## config.mk

```make
export PLATFORM = sky130hd
export DESIGN_NAME = spram_arb
export DESIGN_NICKNAME = d
export VERILOG_FILES = /design/src/rtl/spram_arb.sv
export SDC_FILE = /design/constraint.sdc
export NUM_CORES = 1
export LEC_CHECK = 0
export BUFFER_PORTS_ARGS = -buffer_cell sky130_fd_sc_hd__buf_2
export CAP_MARGIN = 20
export CORE_AREA = 2 2 242 244
export CTS_BUF_LIST = sky130_fd_sc_hd__clkbuf_8
export DETAILED_ROUTE_END_ITERATION = 7
export DIE_AREA = 0 0 244 246
export GPL_TIMING_DRIVEN = 0
export PLACE_DENSITY = 0.39
export REMOVE_ABC_BUFFERS = 1
export SYNTH_ARGS = -nofsm -noshare
export SYNTH_HDL_FRONTEND = slang
export SYNTH_SLANG_ARGS = --single-unit
```

## constraint.sdc

```tcl
create_clock -name clka -period 4.1 [get_ports clka]
set_input_delay 0.205 -clock clka [delete_from_list [all_inputs] [get_ports clka]]
set_output_delay 0.205 -clock clka [all_outputs]
set_load 0.02 [all_outputs]
```

## src/rtl/spram_arb.sv

```systemverilog
// Round-robin arbiter and sequencer that lets two masters share a single-port RAM.
// Out-of-range accesses are answered with an error and never reach the RAM.
module spram_arb #(
  parameter int          DATA_DEPTH = 136,
  parameter int          DATA_WIDTH = 64,
  parameter int          RD_DELAY   = 1,
  parameter int          ADDR_WIDTH = $clog2(DATA_DEPTH),
  parameter logic [1:0]  RTSEL_VAL  = 2'b00,
  parameter logic [1:0]  WTSEL_VAL  = 2'b00
) (
  input  logic                  clka,
  input  logic                  rst,
  input  logic                  m0_req_valid,
  output logic                  m0_req_ready,
  input  logic                  m0_req_we,
  input  logic [ADDR_WIDTH-1:0] m0_req_addr,
  input  logic [DATA_WIDTH-1:0] m0_req_wdata,
  input  logic [DATA_WIDTH-1:0] m0_req_bwe,
  output logic                  m0_resp_valid,
  output logic [DATA_WIDTH-1:0] m0_resp_rdata,
  output logic                  m0_resp_err,
  input  logic                  m1_req_valid,
  output logic                  m1_req_ready,
  input  logic                  m1_req_we,
  input  logic [ADDR_WIDTH-1:0] m1_req_addr,
  input  logic [DATA_WIDTH-1:0] m1_req_wdata,
  input  logic [DATA_WIDTH-1:0] m1_req_bwe,
  output logic                  m1_resp_valid,
  output logic [DATA_WIDTH-1:0] m1_resp_rdata,
  output logic                  m1_resp_err,
  output logic                  ram_en,
  output logic                  ram_wen,
  output logic [ADDR_WIDTH-1:0] ram_addr,
  output logic [DATA_WIDTH-1:0] ram_din,
  output logic [DATA_WIDTH-1:0] ram_bwe,
  input  logic [DATA_WIDTH-1:0] ram_dout,
  output logic [1:0]            ram_rtsel,
  output logic [1:0]            ram_wtsel
);

  localparam int                LAST    = RD_DELAY - 1;
  localparam logic [ADDR_WIDTH:0] DEPTH_L = DATA_DEPTH[ADDR_WIDTH:0];

  logic                  prio;  // 0 = m0 wins the next contended cycle
  logic                  gnt0, gnt1, gnt_any, in_range;
  logic                  g_we;
  logic [ADDR_WIDTH-1:0] g_addr;
  logic [DATA_WIDTH-1:0] g_wdata, g_bwe;

  logic [RD_DELAY-1:0]   tag_vld_p, tag_own_p, tag_rd_p, tag_err_p;
  logic                  rsp0, rsp1, rsp_data;

  // Grant and RAM drive: combinational, same cycle as the handshake
  always_comb begin
    gnt0     = !rst && m0_req_valid && (!m1_req_valid || !prio);
    gnt1     = !rst && m1_req_valid && (!m0_req_valid ||  prio);
    gnt_any  = gnt0 || gnt1;
    g_we     = gnt1 ? m1_req_we    : m0_req_we;
    g_addr   = gnt1 ? m1_req_addr  : m0_req_addr;
    g_wdata  = gnt1 ? m1_req_wdata : m0_req_wdata;
    g_bwe    = gnt1 ? m1_req_bwe   : m0_req_bwe;
    in_range = ({1'b0, g_addr} < DEPTH_L);

    ram_en   = gnt_any && in_range;
    ram_wen  = ram_en && g_we;
    ram_addr = ram_en ? g_addr  : '0;
    ram_din  = ram_en ? g_wdata : '0;
    ram_bwe  = ram_en ? g_bwe   : '0;
  end

  assign m0_req_ready = gnt0;
  assign m1_req_ready = gnt1;
  assign ram_rtsel    = RTSEL_VAL;
  assign ram_wtsel    = WTSEL_VAL;

  // The last tag stage lines up with ram_dout being valid
  assign rsp0     = tag_vld_p[LAST] && !tag_own_p[LAST];
  assign rsp1     = tag_vld_p[LAST] &&  tag_own_p[LAST];
  assign rsp_data = tag_rd_p[LAST] && !tag_err_p[LAST];

  // Tag stages _p0.._p(RD_DELAY-1), then the registered response stage
  always_ff @(posedge clka or posedge rst) begin
    if (rst) begin
      prio          <= 1'b0;
      tag_vld_p     <= '0;
      tag_own_p     <= '0;
      tag_rd_p      <= '0;
      tag_err_p     <= '0;
      m0_resp_valid <= 1'b0;
      m0_resp_rdata <= '0;
      m0_resp_err   <= 1'b0;
      m1_resp_valid <= 1'b0;
      m1_resp_rdata <= '0;
      m1_resp_err   <= 1'b0;
    end else begin
      if (gnt0)      prio <= 1'b1;
      else if (gnt1) prio <= 1'b0;

      tag_vld_p[0] <= gnt_any;
      tag_own_p[0] <= gnt1;
      tag_rd_p[0]  <= !g_we;
      tag_err_p[0] <= gnt_any && !in_range;
      for (int i = 1; i < RD_DELAY; i++) begin
        tag_vld_p[i] <= tag_vld_p[i-1];
        tag_own_p[i] <= tag_own_p[i-1];
        tag_rd_p[i]  <= tag_rd_p[i-1];
        tag_err_p[i] <= tag_err_p[i-1];
      end

      m0_resp_valid <= rsp0;
      m0_resp_err   <= rsp0 && tag_err_p[LAST];
      m0_resp_rdata <= (rsp0 && rsp_data) ? ram_dout : '0;
      m1_resp_valid <= rsp1;
      m1_resp_err   <= rsp1 && tag_err_p[LAST];
      m1_resp_rdata <= (rsp1 && rsp_data) ? ram_dout : '0;
    end
  end

endmodule
```

==> results of run 1 <==
## worst max-delay path, stage by stage (launching register included)
cell and delay (ns):
dfrtp_1 0.45, nor2b_4 0.75, buf_12 0.29, buf_12 0.24
buf_12 0.24, o211ai_1 0.16, a21oi_1 0.29, buf_2 0.24
## metrics by stage
stage	total power, W	worst slack, ns
after global routing	0.003712	0.4844
final	0.003518	0.6816
after global placement	0.002373	-14.42
after detailed placement	0.002446	1.169
after CTS	0.003576	0.6432
after floorplan	0.001884	-5.510
## worst max-delay path by stage
stage	start	cells past startpoint	slack, ns	endpoint
2_1_floorplan	rst	3	-5.51	ram_addr[0]
5_1_grt	prio	7	0.48	ram_bwe[46]
3_5_place_dp	prio	7	1.17	ram_bwe[46]
6_report	prio	7	0.68	ram_bwe[53]
3_3_place_gp	rst	5	-14.42	ram_din[44]
4_1_cts	prio	7	0.64	ram_bwe[46]
## logic make-up after synthesis
family / Yosys count / synth area share [%]
other cells: 1 / 0.04994
mux: 1 / 0.1333
buf+inv: 124 / 6.632
flops: 137 / 45.66
compound gates: 281 / 23.80
simple gates: 284 / 23.73
## power breakdown
| group | leakage [nW] | total (W) | switching (W) | internal (W) |
|---|---|---|---|---|
| sequential | 1.89 | 0.00140 | 0.0000131 | 0.00139 |
| clock | 0.189 | 0.00105 | 0.000527 | 0.000523 |
| combinational | 4.23 | 0.00107 | 0.000671 | 0.000397 |
| total | 6.31 | 0.00352 | 0.00121 | 0.00231 |
## cell usage after synthesis (4+ instances only)
cell type / number / area share (%)
nand4_1: 133 / 11
o211ai_1: 133 / 13
o21ai_0: 5 / 0.33
and2_1: 130 / 11
nor2b_1: 7 / 0.58
nand4b_1: 4 / 0.47
a21oi_1: 139 / 9.3
clkbuf_1: 99 / 4.9
dfrtp_1: 137 / 46
buf_1: 5 / 0.25
buf_4: 4 / 0.40
buf_2: 14 / 0.93
## cell type report
type | count | area [um^2] | share of cell area, %
Sequential cell | 137 | 3428 | 26.90
Antenna cell | 9 | 22.52 | 0.1767
Tap cell | 765 | 957.2 | 7.510
Clock buffer | 20 | 275.3 | 2.160
Multi-Input combinational cell | 570 | 3637 | 28.54
Inverter | 2 | 12.51 | 0.09816
Clock inverter | 11 | 97.59 | 0.7657
Timing Repair Buffer | 713 | 4315 | 33.86
## routing by layer
| metal | vias up | part of all wire (%) | wire length (um) |
|---|---|---|---|
| met2 | 536 | 46 | 20960 |
| met4 | 12 | 6.7 | 3032 |
| met3 | 97 | 9.5 | 4291 |
| li1 | 4327 | - | - |
| met5 | - | 0.16 | 71 |
| met1 | 4406 | 37 | 17000 |
## sequential cells by signal (all words and copies together) (netlist names)
name and flops:
m0_resp_err 1, m0_resp_rdata 64, m0_resp_valid 1, m1_resp_err 1, m1_resp_rdata 64, m1_resp_valid 1
prio 1, tag_err_p 1, tag_own_p 1, tag_rd_p 1, tag_vld_p 1
## cells in the final DEF (no fill, tap or decap), types with 4 or more instances in the layout
cell type / count
o211ai_1: 133
buf_16: 5
buf_2: 613
dlygate4sd3_1: 67
nand4b_1: 4
buf_12: 12
buf_8: 5
dfrtp_1: 137
clkbuf_8: 20
conb_1: 4
nand4_1: 133
nor2b_1: 5
o21ai_0: 5
a21oi_1: 139
and2_1: 130
diode_2: 9
buf_6: 11
==> impl_metrics.toml, run 1 <==
[status]
status = "completed"

[global_routing]
antenna_found_initial = 16
top_usage_layer = "met2"
grt_pass1_vias = 9366
grt_max_degree = 84
overflow = 0
grt_pass1_wl_mm = 63.50
use_met3_pct = 5.294
grt.met2_usage_pct = 23.25
grtUsageMet1_pct = 15.59
grt_use_total_pct = 14.33

[synthesis]
synth_cells = 828
synthFlopType = "dfrtp_1"
syn_area_mm2 = 0.007508
ys_types = 24
synth-seq-cells = 137
synth_area_per_cell_um2 = 9.068
ys_async_sr_fraction_pct = 100.0
synth_edf_count = 0
yosysWarnings = 0
ys_seq_area_share_pct = 45.66

[sta]
fin_crit_ns = 3.418
worstMarginPinSlew_ns = 1.026
hold_slack_ns = 0.08192
finalSetupViolCount = 0
hold_violations = 0
rsz0062_at_grt = "false"
finalClockSkew_ns = 0.01116
tns_ns = 0
report.final.slew_viol_count = 0
period_share_pct = 83.38
max_freq_mhz = 292.5
relSlewSlack_pct = 31.35

[floorplanning]
core_region_area_mm2 = 0.05737
initial_core_util_pct = 13.09
std_cell_rows = 88
dieArea_mm2 = 0.06002
fp.dieH_um = 246
die_w_um = 244
ios = 618

[layout]
drive_gt1_share_pct = 47.21
n_fill_cell = 6438
fin_nets = 1783
fin_area_mm2 = 0.01275
fin_cells = 2227
area_growth_pct = 69.76
postLayoutCoreUtil_pct = 22.22

[detailed_routing]
drt_pass1_iterations = 4
drt_iter0_markers = 515
ant_nets = 0
routed_wirelength_mm = 45.36
via_per_inst = 4.211
wl_per_cell_um = 20.37
route.detailed.drc = 0
vias = 9378

[placed_design]
placed_area_mm2 = 0.01168
dp.cells = 2120
post-dp-hpwl_mm = 37.06
globalplace.congestion = 0.8514
portBuffers = 613

[clock_network]
post_cts_resized = 0
cts_tree = "built"
clk_latency_ns = 0.45
root_buffer = "clkbuf_8"
clkTransAtPathRegs_ns = 0.09
cts_hold_buf = 66
post_cts_buffers = 0
numCtsBuffers = 17
cts_buffer_depth = 2
htree_levels = 4
clock-sinks = 137

[power_and_ir_drop]
max-vdd-ir-drop_mv = 0.2931
leakagePower_nw = 6.308
power_density_mw_per_mm2 = 276.0

[critical_path]
end_kind = "output pin"
cp_max_fo = 42
ff2ff_setup_slack_ns = 1.12
crit_arrival_ns = 3.21
crit_required_ns = 3.89
cp-start-kind = "flip-flop"
r2r_end = "tag_rd_p"
rr_worst_depth = 7
crit_type = "reg2out"
r2r-start = "prio"

[min_path]
holdPathStages = 3
worstHoldEndpoint = "prio"
hp-start = "m0_req_valid"
hold_path.class = "in2reg"

[run]
cap_viol_max_count = 0
(Power assumes the default switching activity.)
==> run 2, diff against run 1 <==
ABC_AREA = 1   (was not set)
PLACE_DENSITY = 0.37   (was 0.39)
clock period = 3.32 ns   (was 4.1 ns; I/O delays follow)
==> impl_metrics.toml, run 2 <==
[detailed_routing]
route.detailed.drc = 0
vias = 9075
routed_wirelength_mm = 43.73
drt_iter0_markers = 257
wl_per_cell_um = 17.16
ant_nets = 0
via_per_inst = 3.560
drt_pass1_iterations = 5

[layout]
fin_nets = 2103
regArea_mm2 = 0.003428
multiInputGateArea_mm2 = 0.002987
drive_gt1_share_pct = 40.76
final_cell_mix = "buf_2 (612), nand2_1 (405), nor2_1 (217), inv_1 (209), dfrtp_1 (137)"
final_common_cell = "buf_2"
area_growth_pct = 70.48
reg_top3 = "m0_resp_rdata (64), m1_resp_rdata (64)"
n_fill_cell = 6671

[global_routing]
overflow = 0
use_met3_pct = 4.292
grt.met2_usage_pct = 25.51
grt_max_degree = 94
grt_pass1_vias = 9082
grt_pass1_wl_mm = 60.86
grtUsageMet1_pct = 14.74
antenna_found_initial = 22
grt_use_total_pct = 14.09
top_usage_layer = "met2"

[min_path]
hold_path.class = "in2reg"

[sta]
max_freq_mhz = 330.2
rsz0062_at_grt = "false"
setup_slack_ns = 0.2914
fin_crit_ns = 3.029
worstMarginPinSlew_ns = 0.8813
finalSetupViolCount = 0
tns_ns = 0
period_share_pct = 91.22
hold_violations = 0
report.final.slew_viol_count = 0
relSlewSlack_pct = 41.25
finalClockSkew_ns = 0.01089

[clock_network]
root_buffer = "clkbuf_8"
clk_latency_ns = 0.46
numCtsBuffers = 17
cts_tree = "built"
clock-sinks = 137
clkTransAtPathRegs_ns = 0.08
htree_levels = 4
cts_buffer_depth = 2

[placed_design]
preCtsSetupSlack_ns = -1.325
globalplace.congestion = 0.8647
portBuffers = 613
post-dp-hpwl_mm = 33.75

[synthesis]
synth_edf_count = 0
yosysWarnings = 0
synth_cells = 1102
synthTopCellsByArea = "dfrtp_1 (46%), nand2_1 (21%), nor2_1 (11%)"
synthTopCellsByCount = "nand2_1 (406), nor2_1 (218), inv_1 (209)"
yosysTopAreaCellShare_pct = 46.48
ys_seq_area_share_pct = 46.48
synth_most_common_cell = "nand2_1"
syn_area_mm2 = 0.007376
synth_top_cell_by_area = "dfrtp_1"
synth-seq-cells = 137
synthFlopType = "dfrtp_1"
ys_async_sr_fraction_pct = 100.0
ys_types = 21
synth_area_per_cell_um2 = 6.693

[critical_path]
end_kind = "output pin"
crit_arrival_ns = 2.86
cp_max_fo = 34
cp-start-kind = "flip-flop"
crit_type = "reg2out"
crit_required_ns = 3.15

[floorplanning]
fp.dieH_um = 246
core_region_area_mm2 = 0.05737
std_cell_rows = 88
initial_core_util_pct = 12.86
die_w_um = 244
ios = 618
dieArea_mm2 = 0.06002

[power_and_ir_drop]
max-vdd-ir-drop_mv = 0.3187
leakagePower_nw = 8.182
power_density_mw_per_mm2 = 365.2

[run]
cap_viol_max_count = 0

[status]
status = "completed"
run 2: changes by cell type after synthesis, sizes merged, moves of 4 or more:
cell    change
nand4     -132
nand4b      -4
buf        +13
clkbuf     -76
nand2     +408
o211ai    -133
o21ai       -4
nor2      +269
nor2b       -7
a21oi     -139
nand3       +8
inv       +209
and2      -130
run 2: area by class of cell:
cell class | count | area share, %
clock buffers | 17 | 1.861
flip-flops and latches | 137 | 27.26
well taps | 765 | 7.612
repair buffers | 688 | 31.16
repair inverters | 2 | 0.1393
clock inverters | 15 | 1.512
inverters | 212 | 6.497
multi-input cells | 703 | 23.75
diodes | 10 | 0.1990
run 2: path summary, 6_finish.rpt:
check,from,endpoint,slack [ns],depth (start not counted)
worst min register to register,tag_own_p,m0_resp_err,0.46,1
worst min-delay path,rst,prio,0.21,3
max in group asynchronous,rst,m1_resp_rdata[5],2.12,4
worst max-delay path,prio,ram_bwe[30],0.29,12
worst max register to register,prio,tag_rd_p,1.32,6
min in group asynchronous,rst,m0_resp_rdata[6],0.37,3
run 2: logic make-up after synthesis:
logic type | share of synthesized area, %
AO/OA/AOI/OAI | 0.1357
buffers and inverters | 15.18
flip-flops | 46.48
multiplexers | 0.1357
other | 0.05084
AND/OR/NAND/NOR | 38.02
run 2: stage by stage:
stage / hold WS (ns) / power (W) / cell area (um^2) / utilization [%] / std cells
floorplan: 0.2764 / 0.002429 / 7063 / - / 1046
global placement: 0.3997 / 0.003056 / 11090 / 19.33 / 2424
detailed placement: 0.2839 / 0.003054 / 11280 / 19.67 / 2429
CTS: 0.2076 / 0.004700 / 12540 / 21.86 / 2538
global route: 0.2389 / 0.004880 / 12560 / 21.90 / 2544
finish: 0.2140 / 0.004593 / 12570 / 21.92 / 2549
run 2: report_power, final:
part	internal (W)	switching [W]	leakage, nW
registers	0.00172	0.0000159	1.88
clock network	0.000759	0.000719	0.211
logic	0.000480	0.000899	6.09
total	0.00296	0.00163	8.18
run 2: layer usage:
layer | wire length (um) | share of wire, %
met2 | 21890 | 50
met4 | 2288 | 5.2
met5 | 80 | 0.18
met3 | 3446 | 7.9
met1 | 16020 | 37
run 2: repair_timing:
item,4_1_cts,5_1_grt
setup endpoints to repair,139,47
endpoints found under the hold margin,173,0
gates cloned,9,0
pin swaps,2,1
hold buffers,67,0
buffers inserted,2,1
gates resized for setup,10,1
run 2: critical path, cell delays in order (launching register included):
cell	delay (ns)
dfrtp_1	0.33
clkinv_1	0.17
nand2_8	0.15
nand2_8	0.15
nand2_1	0.13
nand2_1	0.18
nor2_2	0.15
nand2_1	0.10
nand2_4	0.18
nand2_8	0.09
bufbuf_16	0.37
nor2_2	0.10
buf_2	0.25
